### config.mk
export PLATFORM = sky130hd
export DESIGN_NAME = stack_arbiter_flat
export DESIGN_NICKNAME = d
export VERILOG_FILES = /design/src/rtl/stack_arbiter_if.sv /design/src/rtl/stack_arbiter.sv /design/src/flat_wrapper.sv
export SDC_FILE = /design/constraint.sdc
export NUM_CORES = 1
export LEC_CHECK = 0
export CAP_MARGIN = 20
export CORE_MARGIN = 1.5
export CORE_UTILIZATION = 43
export DETAILED_ROUTE_END_ITERATION = 16
export PLACE_DENSITY = 0.83
export SETUP_SLACK_MARGIN = 0.1
export SLEW_MARGIN = 20
export SYNTH_ARGS = -nofsm -noshare
export SYNTH_HDL_FRONTEND = slang
export SYNTH_SLANG_ARGS = --single-unit
### constraint.sdc
create_clock -name Clk -period 1.95 [get_ports Clk]
set_input_delay 0.195 -clock Clk [delete_from_list [all_inputs] [get_ports Clk]]
set_output_delay 0.195 -clock Clk [all_outputs]
set_load 0.02 [all_outputs]
### src/rtl/stack_arbiter_if.sv
// ---------------------------------------------------------------------------
// stack_arbiter_if
//   Bundles the two requester ports and the push-down-stack control/status
//   wires seen by stack_arbiter.
//
//   Requester side : req0/req1, op0/op1 (0 push, 1 pop), wdata0/wdata1,
//                    ack0/ack1, err0/err1, rdata0/rdata1
//   Stack side     : stk_PushPop, stk_En, stk_data_i (to the stack),
//                    stk_data_o, stk_empty, stk_full (from the stack)
//
//   slave  : the arbiter's view (requests and stack status in, responses and
//            stack controls out)
//   master : the environment's view (requesters plus the stack instance)
// ---------------------------------------------------------------------------
interface stack_arbiter_if #(
  parameter int DATA_WIDTH = 8
);
  logic                  req0;
  logic                  req1;
  logic                  op0;
  logic                  op1;
  logic [DATA_WIDTH-1:0] wdata0;
  logic [DATA_WIDTH-1:0] wdata1;
  logic                  ack0;
  logic                  ack1;
  logic                  err0;
  logic                  err1;
  logic [DATA_WIDTH-1:0] rdata0;
  logic [DATA_WIDTH-1:0] rdata1;
  logic                  stk_PushPop;
  logic                  stk_En;
  logic [DATA_WIDTH-1:0] stk_data_i;
  logic [DATA_WIDTH-1:0] stk_data_o;
  logic                  stk_empty;
  logic                  stk_full;

  modport slave (
    input  req0, req1, op0, op1, wdata0, wdata1,
    input  stk_data_o, stk_empty, stk_full,
    output ack0, ack1, err0, err1, rdata0, rdata1,
    output stk_PushPop, stk_En, stk_data_i
  );

  modport master (
    output req0, req1, op0, op1, wdata0, wdata1,
    output stk_data_o, stk_empty, stk_full,
    input  ack0, ack1, err0, err1, rdata0, rdata1,
    input  stk_PushPop, stk_En, stk_data_i
  );
endinterface

### src/rtl/stack_arbiter.sv
// ---------------------------------------------------------------------------
// stack_arbiter
//   Round-robin arbiter/sequencer placing push/pop requests from two
//   requesters onto a single PushDownStack control interface. Each accepted
//   operation produces exactly one stk_En pulse; rejected operations (push on
//   full, pop on empty) never touch the stack. Every operation ends with a
//   one-cycle ack (plus err) to the requester that owned it; popped words are
//   held per port in rdata0/rdata1.
//
//   Ports:
//     Clk  - single clock, rising edge
//     Rst  - synchronous active-high reset (shared with the stack)
//     bus  - stack_arbiter_if.slave: requester handshakes and stack wires
//
//   All outputs come straight from flops, so nothing on the stack side
//   depends combinationally on req/op/wdata.
// ---------------------------------------------------------------------------
module stack_arbiter #(
  parameter int DATA_WIDTH = 8
) (
  input  logic            Clk,
  input  logic            Rst,
  stack_arbiter_if.slave  bus
);

  typedef enum logic [1:0] {
    IDLE  = 2'd0,
    ISSUE = 2'd1,
    CAPT  = 2'd2,
    RESP  = 2'd3
  } state_e;

  state_e                state_q,  state_d;
  logic                  id_q,     id_d;      // owner of the current operation
  logic                  op_q,     op_d;      // 0 push, 1 pop
  logic [DATA_WIDTH-1:0] wdata_q,  wdata_d;
  logic                  err_q,    err_d;
  logic                  last_q,   last_d;    // most recently served port
  logic [DATA_WIDTH-1:0] rdata0_q, rdata0_d;
  logic [DATA_WIDTH-1:0] rdata1_q, rdata1_d;
  logic                  ack0_q,   ack0_d;
  logic                  ack1_q,   ack1_d;
  logic                  err0_q,   err0_d;
  logic                  err1_q,   err1_d;
  logic                  en_q,     en_d;
  logic                  pp_q,     pp_d;

  logic                  win_s;
  logic                  reject_s;

  // Next-state, datapath and registered-output decode
  always_comb begin
    state_d  = state_q;
    id_d     = id_q;
    op_d     = op_q;
    wdata_d  = wdata_q;
    err_d    = err_q;
    last_d   = last_q;
    rdata0_d = rdata0_q;
    rdata1_d = rdata1_q;
    win_s    = 1'b0;
    reject_s = 1'b0;

    case (state_q)
      IDLE: begin
        if (bus.req0 || bus.req1) begin
          // On a tie the port that was not served last wins.
          if (bus.req0 && bus.req1) begin
            win_s = ~last_q;
          end else if (bus.req1) begin
            win_s = 1'b1;
          end else begin
            win_s = 1'b0;
          end
          id_d    = win_s;
          op_d    = win_s ? bus.op1 : bus.op0;
          wdata_d = win_s ? bus.wdata1 : bus.wdata0;
          // Flags are only consulted here; nothing else drives the stack,
          // so they cannot change until this arbiter issues an operation.
          reject_s = op_d ? bus.stk_empty : bus.stk_full;
          if (reject_s) begin
            err_d   = 1'b1;
            state_d = RESP;
          end else begin
            err_d   = 1'b0;
            state_d = ISSUE;
          end
        end else begin
          state_d = IDLE;
        end
      end
      ISSUE: begin
        state_d = op_q ? CAPT : RESP;
      end
      CAPT: begin
        // The stack updated data_o on the ISSUE edge; capture it now.
        if (id_q) begin
          rdata1_d = bus.stk_data_o;
        end else begin
          rdata0_d = bus.stk_data_o;
        end
        state_d = RESP;
      end
      RESP: begin
        last_d  = id_q;
        state_d = IDLE;
      end
      default: begin
        state_d = IDLE;
      end
    endcase

    // Outputs are computed from the next state so the flops present them
    // during the state they belong to.
    en_d   = (state_d == ISSUE);
    pp_d   = (state_d == ISSUE) && op_d;
    ack0_d = (state_d == RESP) && !id_d;
    ack1_d = (state_d == RESP) &&  id_d;
    err0_d = ack0_d && err_d;
    err1_d = ack1_d && err_d;
  end

  // State and output registers with synchronous reset
  always_ff @(posedge Clk) begin
    if (Rst) begin
      state_q  <= IDLE;
      id_q     <= 1'b0;
      op_q     <= 1'b0;
      wdata_q  <= {DATA_WIDTH{1'b0}};
      err_q    <= 1'b0;
      last_q   <= 1'b1;
      rdata0_q <= {DATA_WIDTH{1'b0}};
      rdata1_q <= {DATA_WIDTH{1'b0}};
      ack0_q   <= 1'b0;
      ack1_q   <= 1'b0;
      err0_q   <= 1'b0;
      err1_q   <= 1'b0;
      en_q     <= 1'b0;
      pp_q     <= 1'b0;
    end else begin
      state_q  <= state_d;
      id_q     <= id_d;
      op_q     <= op_d;
      wdata_q  <= wdata_d;
      err_q    <= err_d;
      last_q   <= last_d;
      rdata0_q <= rdata0_d;
      rdata1_q <= rdata1_d;
      ack0_q   <= ack0_d;
      ack1_q   <= ack1_d;
      err0_q   <= err0_d;
      err1_q   <= err1_d;
      en_q     <= en_d;
      pp_q     <= pp_d;
    end
  end

  assign bus.ack0        = ack0_q;
  assign bus.ack1        = ack1_q;
  assign bus.err0        = err0_q;
  assign bus.err1        = err1_q;
  assign bus.rdata0      = rdata0_q;
  assign bus.rdata1      = rdata1_q;
  assign bus.stk_En      = en_q;
  assign bus.stk_PushPop = pp_q;
  assign bus.stk_data_i  = wdata_q;

endmodule

### src/flat_wrapper.sv
// flat-port wrapper written by rule: the top's interface ports become plain ports
module stack_arbiter_flat 
#(
  parameter int DATA_WIDTH = 8
)
  (Clk, Rst, bus_req0, bus_req1, bus_op0, bus_op1, bus_wdata0, bus_wdata1, bus_stk_data_o, bus_stk_empty, bus_stk_full, bus_ack0, bus_ack1, bus_err0, bus_err1, bus_rdata0, bus_rdata1, bus_stk_PushPop, bus_stk_En, bus_stk_data_i);
  stack_arbiter_if #(.DATA_WIDTH(DATA_WIDTH)) bus_i ();
  input  logic Clk;
  input  logic Rst;
  input wire logic [$bits(bus_i.req0)-1:0] bus_req0;
  input wire logic [$bits(bus_i.req1)-1:0] bus_req1;
  input wire logic [$bits(bus_i.op0)-1:0] bus_op0;
  input wire logic [$bits(bus_i.op1)-1:0] bus_op1;
  input wire logic [$bits(bus_i.wdata0)-1:0] bus_wdata0;
  input wire logic [$bits(bus_i.wdata1)-1:0] bus_wdata1;
  input wire logic [$bits(bus_i.stk_data_o)-1:0] bus_stk_data_o;
  input wire logic [$bits(bus_i.stk_empty)-1:0] bus_stk_empty;
  input wire logic [$bits(bus_i.stk_full)-1:0] bus_stk_full;
  output wire logic [$bits(bus_i.ack0)-1:0] bus_ack0;
  output wire logic [$bits(bus_i.ack1)-1:0] bus_ack1;
  output wire logic [$bits(bus_i.err0)-1:0] bus_err0;
  output wire logic [$bits(bus_i.err1)-1:0] bus_err1;
  output wire logic [$bits(bus_i.rdata0)-1:0] bus_rdata0;
  output wire logic [$bits(bus_i.rdata1)-1:0] bus_rdata1;
  output wire logic [$bits(bus_i.stk_PushPop)-1:0] bus_stk_PushPop;
  output wire logic [$bits(bus_i.stk_En)-1:0] bus_stk_En;
  output wire logic [$bits(bus_i.stk_data_i)-1:0] bus_stk_data_i;
  assign bus_i.req0 = bus_req0;
  assign bus_i.req1 = bus_req1;
  assign bus_i.op0 = bus_op0;
  assign bus_i.op1 = bus_op1;
  assign bus_i.wdata0 = bus_wdata0;
  assign bus_i.wdata1 = bus_wdata1;
  assign bus_i.stk_data_o = bus_stk_data_o;
  assign bus_i.stk_empty = bus_stk_empty;
  assign bus_i.stk_full = bus_stk_full;
  assign bus_ack0 = bus_i.ack0;
  assign bus_ack1 = bus_i.ack1;
  assign bus_err0 = bus_i.err0;
  assign bus_err1 = bus_i.err1;
  assign bus_rdata0 = bus_i.rdata0;
  assign bus_rdata1 = bus_i.rdata1;
  assign bus_stk_PushPop = bus_i.stk_PushPop;
  assign bus_stk_En = bus_i.stk_En;
  assign bus_stk_data_i = bus_i.stk_data_i;
  stack_arbiter #(.DATA_WIDTH(DATA_WIDTH)) u_core (.Clk(Clk), .Rst(Rst), .bus(bus_i));
endmodule
==> out/qor.csv <==
stage,metric,value,unit
status,outcome,completed,
hold_path,hp-start,u_core.bus.rdata1[6],
synthesis,syn_area_per_cell,10.09,um2
routing,routedWlPerCell,14.23,um
cts,root_buffer,clkbuf_4,
power,power_frac_seq,0.407,
cts,clkSinkCount,36,
worst_setup_path,cp.arrival,1.80,ns
sta,hold_viol_final,0,
floorplanning,dieHeight,63.12,um
sta,slew_violations,0,
cells_and_area,nNetsFinal,255,
cts,holdBufCountCts,0,
routing,dr.first_iter.drc_count,42,
cts,clk_path_buf_depth,2,
floorplanning,ios,62,
cts,cts_resized,0,
power,ir_drop,622.2,uV
worst_setup_path,cp-end-kind,flop,
global_route,grt_usage,0.2055,
placed_design,hpwlAfterDp,2875,um
sta,fmaxAchievable,641.0,MHz
power,combPwrFrac,0.362,
worst_setup_path,crit_fanout,16,
power,p_clk_frac,0.231,
routing,firstDrtPassIters,4,
power,power,2.215,mW
floorplanning,dieArea,3984,um2
sta,fin_skew,0.005420,ns
placed_design,dp.cells,257,
sta,relSlewSlack,0.6423,
power,swShare,0.3272,
sta,setup_viol,0,
floorplanning,die_x,63.12,um
synthesis,syn-num-nets,191,
synthesis,ys_types,29,
cts,cts_buffers,5,
power,p_per_area,968.5,nW/um2
placed_design,gp_congestion,0.8454,
sta,min_period,1.560,ns
power,p_int,1.490,mW
synthesis,ys_seq_area_frac,0.4638,
cells_and_area,insertedDiodeCount,0,
cells_and_area,final_cell_mix,"61 x clkdlybuf4s50_1, 36 x dfxtp_1, 20 x mux2i_1, 20 x nor2_1, 11 x nand2_1",
routing,ant_nets,0,
cells_and_area,syn2layout_area_growth,47.18,%
sta,rsz0062_at_grt,no,
synthesis,ys_seq_elements,36,
sta,worst_pin_slew,0.5349,ns
routing,viasPerCell,5.023,
synthesis,syn_inst,154,
cts,htree_levels,2,
worst_setup_path,cp_data_required_time,2.19,ns
routing,vias,1331,
global_route,grt-ovfl-total,0,
power,switchingPower,0.7248,mW
cts,cts_tree,done,
floorplanning,row_count,21,
cells_and_area,layout_commonest_cell,clkdlybuf4s50_1,
placed_design,port_buffers,61,
sta,timing.hold.ws,0.4636,ns
worst_setup_path,startpoint_type,flop,
synthesis,yosysWarnings,0,
worst_setup_path,cp-startpoint,u_core.state_q[0],
global_route,grt_pass1_wl,6327,um
global_route,grt_antenna_before_repair,0,
cts,clkTransAtPathRegs,0.11,ns
cts,clock_latency,0.33,ns
cts,cts_setup_buffers,0,
power,power.leakage,0.8703,nW
cells_and_area,drive_gt1_frac,0.1050,
routing,wirelength,3771,um
synthesis,synth_area,1554,um2
global_route,first_global_vias,1361,
worst_setup_path,criticalPathCategory,reg -> reg,
routing,drc,0,
floorplanning,core,3390,um2
job,max_cap_viol_count,0,
placed_design,postPlaceCellArea,2211,um2
global_route,grt_max_degree,17,
cells_and_area,layoutNonFillerInstCount,265,
worst_setup_path,r2r-start,u_core.state_q[0],
floorplanning,start_util,0.4585,
hold_path,worstHoldPathType,reg -> reg,
sta,post-route-period-util,0.8000,
cells_and_area,fin_area,2287,um2
sta,fin_tns_setup,0,ns
==> worst max-delay path: stages (launching register included) <==
cell      delay, ns
dfxtp_1        0.35
inv_1          0.11
ha_1           0.22
o21a_1         0.25
buf_4          0.25
nor2_1         0.07
a211oi_1       0.23
==> path summary, 6_finish.rpt <==
check / end / slack, ns / cells after the start
worst max register to register: u_core.bus.stk_data_i[2] / 0.39 / 6
worst max-delay path: u_core.bus.stk_data_i[2] / 0.39 / 6
worst min-delay path: u_core.bus.rdata1[6] / 0.46 / 2
worst min register to register: u_core.bus.rdata1[6] / 0.46 / 2
==> routing by layer <==
metal | global-route usage | up-vias | wire (um)
li1 | - | 665 | -
met1 | 0.2320 | 635 | 1666
met2 | 0.3524 | 27 | 1899
met3 | 0.06250 | 4 | 144
met4 | 0.09722 | 0 | 60
met5 | 0 | - | 0
==> stage by stage <==
stage,setup WS [ns],util
after CTS,0.3975,0.6748
after global placement,0.2344,0.6523
after detailed placement,0.1508,0.6523
final,0.3900,0.6748
after floorplan,0.5658,-
after global routing,0.2259,0.6748
==> cell type report <==
type / count / area, um2
clock buffer: 6 / 41.29
clock inverter: 2 / 35.03
fill: 258 / 1102
inverter: 5 / 18.77
multi-input combinational: 103 / 758.2
sequential: 36 / 720.7
tap: 46 / 57.56
timing repair buffer: 67 / 655.6
==> Yosys cell counts, drive strengths merged <==
cell | number | area [um2]
nor4b | 1 | 23.77
a211o | 2 | 17.52
a22oi | 1 | 12.51
nor3b | 1 | 12.51
inv | 5 | 18.77
nand2 | 11 | 41.29
a21oi | 9 | 45.04
a211oi | 8 | 60.06
a21boi | 1 | 18.77
o21a | 1 | 7.510
nand3b | 1 | 20.02
a31oi | 1 | 6.260
o211a | 1 | 17.52
mux2i | 21 | 214.0
nor2 | 20 | 75.07
buf | 5 | 37.53
or2b | 1 | 7.510
nor3 | 4 | 30.03
nor2b | 2 | 12.51
nand4b | 1 | 8.760
ha | 5 | 62.56
nand3 | 9 | 45.04
a21o | 1 | 7.510
clkbuf | 5 | 18.77
nor4 | 1 | 12.51
dfxtp | 36 | 720.7
==> power groups by stage <==
stage / Clock, mW / Combinational (mW) / Sequential (mW)
global route: 0.558 / 0.855 / 0.916
CTS: 0.524 / 0.804 / 0.903
detailed placement: 0 / 0.797 / 0.920
floorplan: 0 / 0.411 / 1.00
global placement: 0 / 0.776 / 0.913
finish: 0.512 / 0.801 / 0.902
==> registers in the layout (all words and copies together), names as in the netlist <==
register and cells:
u_core.bus.err1 1, u_core.bus.rdata0 8, u_core.bus.ack0 1, u_core.bus.err0 1
u_core.bus.stk_PushPop 1, u_core.bus.stk_data_i 8, u_core.state_q 2, u_core.id_q 1
u_core.err_q 1, u_core.last_q 1, u_core.bus.rdata1 8, u_core.bus.ack1 1
u_core.op_q 1, u_core.bus.stk_En 1
==> cell families after synthesis <==
family,after synthesis,share of synthesized area
simple gates,52,0.1860
mux,21,0.1377
flops,36,0.4638
fa+ha+maj,5,0.04026
buf+inv,15,0.04831
compound gates,25,0.1240
(Power assumes the default switching activity.)
